==> src/rtl/ddr_rw_arbiter.sv <==
// Two-channel (write/read) burst arbiter in front of a DDR AXI adapter.
// One burst in flight at a time, tie-break alternates, watchdog aborts stuck bursts.
//
// state  | meaning
// -------+-----------------------------------------------------------
// IDLE   | no burst owned; arbitrates when ddr_init_done is high
// CMD    | command presented, waiting for cmd_ready
// WAIT   | command accepted, waiting for cmd_done (or watchdog expiry)
module ddr_rw_arbiter #(
  parameter int ADDR_W  = 28,
  parameter int LEN_W   = 8,
  parameter int TIMEOUT = 4096
) (
  input  logic              clk,
  input  logic              rst,
  input  logic              ddr_init_done,
  input  logic              wr_req,
  input  logic [ADDR_W-1:0] wr_addr,
  input  logic [LEN_W-1:0]  wr_len,
  output logic              wr_gnt,
  output logic              wr_done,
  input  logic              rd_req,
  input  logic [ADDR_W-1:0] rd_addr,
  input  logic [LEN_W-1:0]  rd_len,
  output logic              rd_gnt,
  output logic              rd_done,
  output logic              cmd_valid,
  input  logic              cmd_ready,
  output logic              cmd_we,
  output logic [ADDR_W-1:0] cmd_addr,
  output logic [LEN_W-1:0]  cmd_len,
  input  logic              cmd_done,
  output logic              busy,
  output logic              timeout_err
);

  localparam int TMR_W = (TIMEOUT > 1) ? $clog2(TIMEOUT) : 1;
  localparam logic [TMR_W-1:0] TMR_LOAD = TMR_W'(TIMEOUT - 1);

  typedef enum logic [1:0] {
    S_IDLE = 2'd0,
    S_CMD  = 2'd1,
    S_WAIT = 2'd2
  } state_t;

  state_t           state;
  logic             last_wr;
  logic [TMR_W-1:0] timer;
  logic             pick_wr;
  logic             timer_tc;

  // On a tie, the channel that was not served last wins.
  assign pick_wr  = wr_req && (!rd_req || !last_wr);
  // Down-counter loaded at grant; reaching zero marks TIMEOUT cycles since grant.
  assign timer_tc = (timer == '0);
  assign busy     = (state != S_IDLE);

  always_ff @(posedge clk) begin
    if (rst) begin
      state       <= S_IDLE;
      last_wr     <= 1'b0;
      timer       <= '0;
      cmd_valid   <= 1'b0;
      cmd_we      <= 1'b0;
      cmd_addr    <= '0;
      cmd_len     <= '0;
      wr_gnt      <= 1'b0;
      rd_gnt      <= 1'b0;
      wr_done     <= 1'b0;
      rd_done     <= 1'b0;
      timeout_err <= 1'b0;
    end else begin
      wr_gnt  <= 1'b0;
      rd_gnt  <= 1'b0;
      wr_done <= 1'b0;
      rd_done <= 1'b0;
      case (state)
        S_IDLE: begin
          if (ddr_init_done && (wr_req || rd_req)) begin
            cmd_we    <= pick_wr;
            cmd_addr  <= pick_wr ? wr_addr : rd_addr;
            cmd_len   <= pick_wr ? wr_len : rd_len;
            cmd_valid <= 1'b1;
            wr_gnt    <= pick_wr;
            rd_gnt    <= !pick_wr;
            timer     <= TMR_LOAD;
            state     <= S_CMD;
          end
        end
        S_CMD: begin
          if (timer_tc) begin
            timeout_err <= 1'b1;
            cmd_valid   <= 1'b0;
            last_wr     <= cmd_we;
            state       <= S_IDLE;
          end else begin
            timer <= timer - 1'b1;
            if (cmd_ready) begin
              cmd_valid <= 1'b0;
              state     <= S_WAIT;
            end
          end
        end
        S_WAIT: begin
          // A completion arriving on the expiry cycle still counts as a completion.
          if (cmd_done) begin
            wr_done <= cmd_we;
            rd_done <= !cmd_we;
            last_wr <= cmd_we;
            state   <= S_IDLE;
          end else if (timer_tc) begin
            timeout_err <= 1'b1;
            last_wr     <= cmd_we;
            state       <= S_IDLE;
          end else begin
            timer <= timer - 1'b1;
          end
        end
        default: state <= S_IDLE;
      endcase
    end
  end

endmodule

==> config.mk <==
export PLATFORM = sky130hd
export DESIGN_NAME = ddr_rw_arbiter
export DESIGN_NICKNAME = d
export VERILOG_FILES = /design/src/rtl/ddr_rw_arbiter.sv
export SDC_FILE = /design/constraint.sdc
export NUM_CORES = 1
export LEC_CHECK = 0
export BUFFER_PORTS_ARGS = -buffer_cell sky130_fd_sc_hd__buf_2
export CELL_PAD_IN_SITES_DETAIL_PLACEMENT = 0
export CELL_PAD_IN_SITES_GLOBAL_PLACEMENT = 1
export CORE_MARGIN = 2
export CORE_UTILIZATION = 34
export CTS_BUF_LIST = sky130_fd_sc_hd__clkbuf_16
export CTS_CLUSTER_SIZE = 14
export DETAILED_ROUTE_END_ITERATION = 10
export GPL_TIMING_DRIVEN = 0
export PLACE_DENSITY = 0.77
export SLEW_MARGIN = 20
export SYNTH_ARGS = -nofsm -noshare
export SYNTH_HDL_FRONTEND = slang
export SYNTH_SLANG_ARGS = --single-unit
==> constraint.sdc <==
create_clock -name clk -period 2.1 [get_ports clk]
set_input_delay 0.105 -clock clk [delete_from_list [all_inputs] [get_ports clk]]
set_output_delay 0.105 -clock clk [all_outputs]
set_load 0.005 [all_outputs]
; ---- After elaboration in Yosys (flattened, before gate mapping)
; Index checks and enable logic that the tools add are counted.
[classes]
n_reduce_logical = 21
add_sub_neg = 1
bitwise = 4
muxes = 22
eq_ne = 6
[ops]
columns = cell, count
row1 = 12-bit two-way mux, 3
row2 = 12-bit one-hot mux with 3 select lines, 1
row3 = 28-bit two-way mux, 1
row4 = 12-bit zero test, 1
row5 = "12-bit by 1-bit subtractor with 12-bit output, second input constant", 1
row6 = 2-bit two-way mux, 5
row7 = 3-bit AND reduction, 3
row8 = 8-bit two-way mux, 1
row9 = 1-bit two-way mux, 7
row10 = "3-bit inequality test, second input constant", 2
row11 = 1-bit one-hot mux with 2 select lines, 3
row12 = 2-bit one-hot mux with 3 select lines, 1
row13 = 2-bit nonzero test, 3
row14 = 3-bit OR reduction, 2
row15 = 1-bit zero test, 4
row16 = "2-bit inequality test, second input constant", 2
row17 = 1-bit NOT, 4
row18 = 2-bit AND reduction, 2
row19 = 3-bit nonzero test, 1
row20 = "2-bit by 1-bit equality test with 1-bit output, second input constant", 1
row21 = "2-bit equality test, second input constant", 1
row22 = 1-bit logical AND, 2
row23 = 2-bit zero test, 1
row24 = 1-bit logical OR, 2
[word_totals]
inputBits = 79
elab_cells = 66
register_bits = 58
output_inout_bits = 44

; ---- Depth between registers and ports, before layout
[logic_depth]
depth_word = 4
mapped_depth = 8
ltp_nobuf = 7

; ---- Least setup slack after synthesis
; Ideal clock, no wire load.
[synth_timing]
path_type = flip-flop to flip-flop
from = reg timer[2]
to = reg timer[5]
period_less_slack_ps = 1902
slack_ps = 198
setup_ps = 133
n_path_buf = 2
t_arrival_ps = 1770
t_required_ps = 1967
stages_incl_launch_ff = 8
path_cell_list = dfxtp_1 > or4_1 > buf_2 > or2_1 > clkbuf_2 > o2111ai_1 > xor2_1 > a21oi_1
[synth_via]
elab_chain_cells = 4
elab_cells_between_ends = 5
cone_classes = add/sub: 1 / mux: 3 / reduce/logical: 1
[synth_rtl]
columns = element, line
row1 = from (decl), 48  ; logic [TMR_W-1:0] timer;
row2 = from (signal assigned), 97  ; timer <= timer - 1'b1;
row3 = from (signal assigned), 116  ; timer <= timer - 1'b1;
row4 = 12-bit by 1-bit subtractor with 12-bit output / 12-bit zero test (equally long branches), "97, 116, 55"
row5 = 12-bit two-way mux (*), "91, 111"
row6 = 12-bit two-way mux, 106  ; if (cmd_done) begin
row7 = 12-bit one-hot mux with 3 select lines (*), 77  ; case (state)
; Every way passes the cells marked *; elsewhere a longest branch is shown, timed or not. The select of a mux whose other input is x is not followed.
; A chain may end at the register's enable or synchronous reset.

; ---- Final worst setup path
[layout_timing]
from = reg timer[9]
to = reg timer[6]
[layout_via]
elab_chain_cells = 4
[layout_rtl]
columns = element, line
row1 = 12-bit zero test (*), 55  ; assign timer_tc = (timer == '0);
row2 = 12-bit two-way mux (*), -
row3 = 12-bit two-way mux, -
row4 = 12-bit one-hot mux with 3 select lines (*), -
; Marked as above.

==> qor.csv <==
stage,metric,value,unit
outcome,status,completed,
drt,drt wl/cell,13.8,um
synth,synthesized flop and latch total,58,
sta,Fmax,0.500,GHz
synth,Area contributors post-synth,"dfxtp_1 (43%), mux2i_1 (14%), a211oi_1 (10%)",
setup_path,Critical-path top delay cell,or4_4,
pwr,maximum vdd drop,438,uV
setup_path,CP Launch Point,timer[9],
final_layout,multi-input logic area,1450,um2
setup_path,"critical path fanouts, max",10,
flow_run,MaxCap Viol Count,0,
synth,Netlist cell types,35,
setup_path,CP Class,register to register,
setup_path,CP endpoint,timer[6],
sta,final number of setup-violating endpoints,0,
synth,xor and xnor area share after synthesis,0.0258,
clock_tree,CTS tree,done,
drt,DR vias,2625,
setup_path,critical path startpoint category,register,
pwr,Lkg Pwr,1.81,nW
setup_path,Reg2Reg Capture Point,timer[6],
grt,global-route wire length before repair,12400,um
synth,most common cell in the synthesized netlist,dfxtp_1,
floorplan,row count,32,
grt,largest net degree at the start of global routing,13,
setup_path,critical-path cell list,or4_4 > or3_4 > buf_4 > o211ai_1 > xor2_1 > a21oi_1,
final_layout,share of cells above drive strength 1,0.360,
final_layout,Fill cells,753,
drt,DR pass1 iterations,4,
final_layout,register area,1170,um2
synth,post-synthesis async set-or-reset flop share,0,
synth,gate count after technology mapping,300,
floorplan,Initial Util,0.351,
pwr,"Power, Total",0.00359,W
clock_tree,cts bufs inserted,9,
sta,Setup TNS,0,ns
synth,post-synthesis simple-gate area fraction,0.137,
clock_tree,cts hold-fix bufs,0,
floorplan,Die Span Y,93.4,um
placed_design,I/O Buffers,121,
floorplan,I/O pin cnt,123,
placed_design,post-DP HPWL,5690,um
final_layout,antenna diode count,0,
synth,Post-synth top cells,"dfxtp_1 (58), nor2_1 (50), mux2i_1 (38)",
floorplan,Die Width,93.4,um
clock_tree,clock root cell,clkbuf_16,
drt,DRT Wirelength,7420,um
setup_path,Reg2Reg Setup Slack,0.1,ns
synth,syn nets,385,
synth,proportion of synthesized area in mux cells,0.140,
synth,Syn. warnings,0,
setup_path,Crit. End Element,register,
clock_tree,Setup Buffers After CTS,0,
pwr,power per cell area,946,nW/um2
synth,largest family of logic cells by synthesized area,compound AO/OA/AOI/OAI gates,
final_layout,Final Util,0.491,
drt,post-route DRC violation count,0,
synth,Synth Area in Compound Gates,0.191,
sta,Max Clock Skew,0.00478,ns
grt,initial antenna violation count,0,
floorplan,CORE AREA,7730,um2
synth,ys flop type,dfxtp_1,
grt,vias in the first global route,2665,
synth,Syn Area/Cell,9.05,um2
synth,top cell type's share of synthesized area,0.428,
clock_tree,clk slew on worst S/H paths,0.05,ns
drt,final antenna-violating net count,0,
final_layout,nets@finish,516,
drt,drt first-iter violations,108,
clock_tree,H-tree depth,3,
setup_path,R2R Path Start,timer[9],
sta,Max Transition Viols Final,0,
grt,Global Route Usage Sum,0.181,
drt,vias per cell,4.88,
synth,sequential-to-total area share from yosys stat,0.428,
sta,Tmin final,2.00,ns
synth,Post-Syn Area,2720,um2
placed_design,Placer Congestion,0.801,
grt,grt total ovfl,0,
clock_tree,Clock Sinks,58,
setup_path,arrival time worst endpoint,2.19,ns
sta,crit share post-route,0.953,
sta,Worst Tran Pin Value,0.693,ns
synth,Synth Area in Adders,0.0276,
sta,"Hold Vio Cnt, Final",0,
clock_tree,CTS Buffer Depth,2,
floorplan,die area,8720,um2
sta,Worst slew margin,0.538,
setup_path,worst path required time,2.29,ns
setup_path,Worst R2R Path Depth,6,
synth,Yosys top cell by area,dfxtp_1,
setup_path,CP max stage delay,0.55,ns
clock_tree,clock latency on the worst-skew pair,0.32,ns
synth,"EDFF count, synth",0,
final_layout,area delta synth->final,39.7,%
hold_path,Worst Hold Class,input port to register,
## layout make-up
cell class / instances / share of cell area
Buffer: 21 / 0.0244
Clock buffer: 9 / 0.0594
Clock inverter: 7 / 0.0208
Inverter: 13 / 0.0129
Multi-Input combinational cell: 207 / 0.381
Sequential cell: 58 / 0.308
Tap cell: 102 / 0.0337
Timing Repair Buffer: 121 / 0.160
## where the power goes
| group | total, W | switching [W] | internal [W] |
|---|---|---|---|
| Combinational | 0.000791 | 0.000432 | 0.000360 |
| Clock | 0.00145 | 0.000530 | 0.000924 |
| Sequential | 0.00134 | 0.0000984 | 0.00125 |
## logic make-up after synthesis
logic type | Yosys count
compound gates | 75
xor+xnor | 8
fa+ha+maj | 6
buf+inv | 35
flops | 58
mux | 38
simple gates | 80
## registers in the layout (all words and copies together) (netlist names)
register     count
cmd_we           1
timer           12
rd_done          1
cmd_valid        1
timeout_err      1
rd_gnt           1
state            2
cmd_addr        28
wr_done          1
cmd_len          8
wr_gnt           1
last_wr          1
## cell usage in the layout, fill, tap and decap left out, types with 5 or more instances in the layout
cell / count
a211oi_1: 37
a21oi_1: 14
buf_1: 6
buf_2: 123
clkbuf_1: 8
clkbuf_16: 9
dfxtp_1: 53
dfxtp_2: 5
ha_1: 5
inv_1: 13
mux2i_1: 38
nand2_1: 8
nor2_1: 50
nor3_1: 5
o21ai_0: 7
xor2_1: 8
## worst min path at each step
stage	start	end	slack, ns	depth (start not counted)
global placement	cmd_ready	cmd_valid	0.43	3
CTS	cmd_ready	cmd_valid	0.09	3
global route	cmd_ready	cmd_valid	0.10	3
detailed placement	cmd_ready	cmd_valid	0.43	3
floorplan	cmd_done	rd_done	0.30	2
finish	cmd_ready	cmd_valid	0.10	3
## per-stage QoR
| stage | worst slack, ns | std cells | area (um2) | hold slack [ns] |
|---|---|---|---|---|
| 2_1_floorplan | 0.198 | 300 | 2720 | 0.297 |
| 3_3_place_gp | -0.110 | 523 | 3450 | 0.433 |
| 3_5_place_dp | -0.187 | 523 | 3450 | 0.435 |
| 4_1_cts | 0.00529 | 539 | 3760 | 0.0932 |
| 5_1_grt | -0.000650 | 538 | 3790 | 0.102 |
| 6_report | 0.0980 | 538 | 3790 | 0.103 |
## routing by layer
| layer | share of wire | vias up | GRT usage | wire (um) |
|---|---|---|---|---|
| met5 | 0 | - | 0 | 0 |
| met4 | 0.011 | 0 | 0.0613 | 84 |
| met3 | 0.074 | 7 | 0.0596 | 550 |
| met2 | 0.48 | 91 | 0.299 | 3550 |
| met1 | 0.44 | 1198 | 0.220 | 3240 |
| li1 | - | 1329 | - | - |
## worst max-delay path, delay by kind of cell, from the launching register on
kind            cells  cell delay, ns
xor+xnor            1            0.17
simple gates        2            0.90
flops               1            0.34
compound gates      2            0.28
buf+inv             1            0.18
## what timing repair did
item / CTS / global route
hold endpoints to repair: 0 / 0
gates resized for setup: 3 / 13
endpoints found under the setup margin: 30 / 42
pin swaps: 0 / 5
Power figures use the tool's default switching activity.
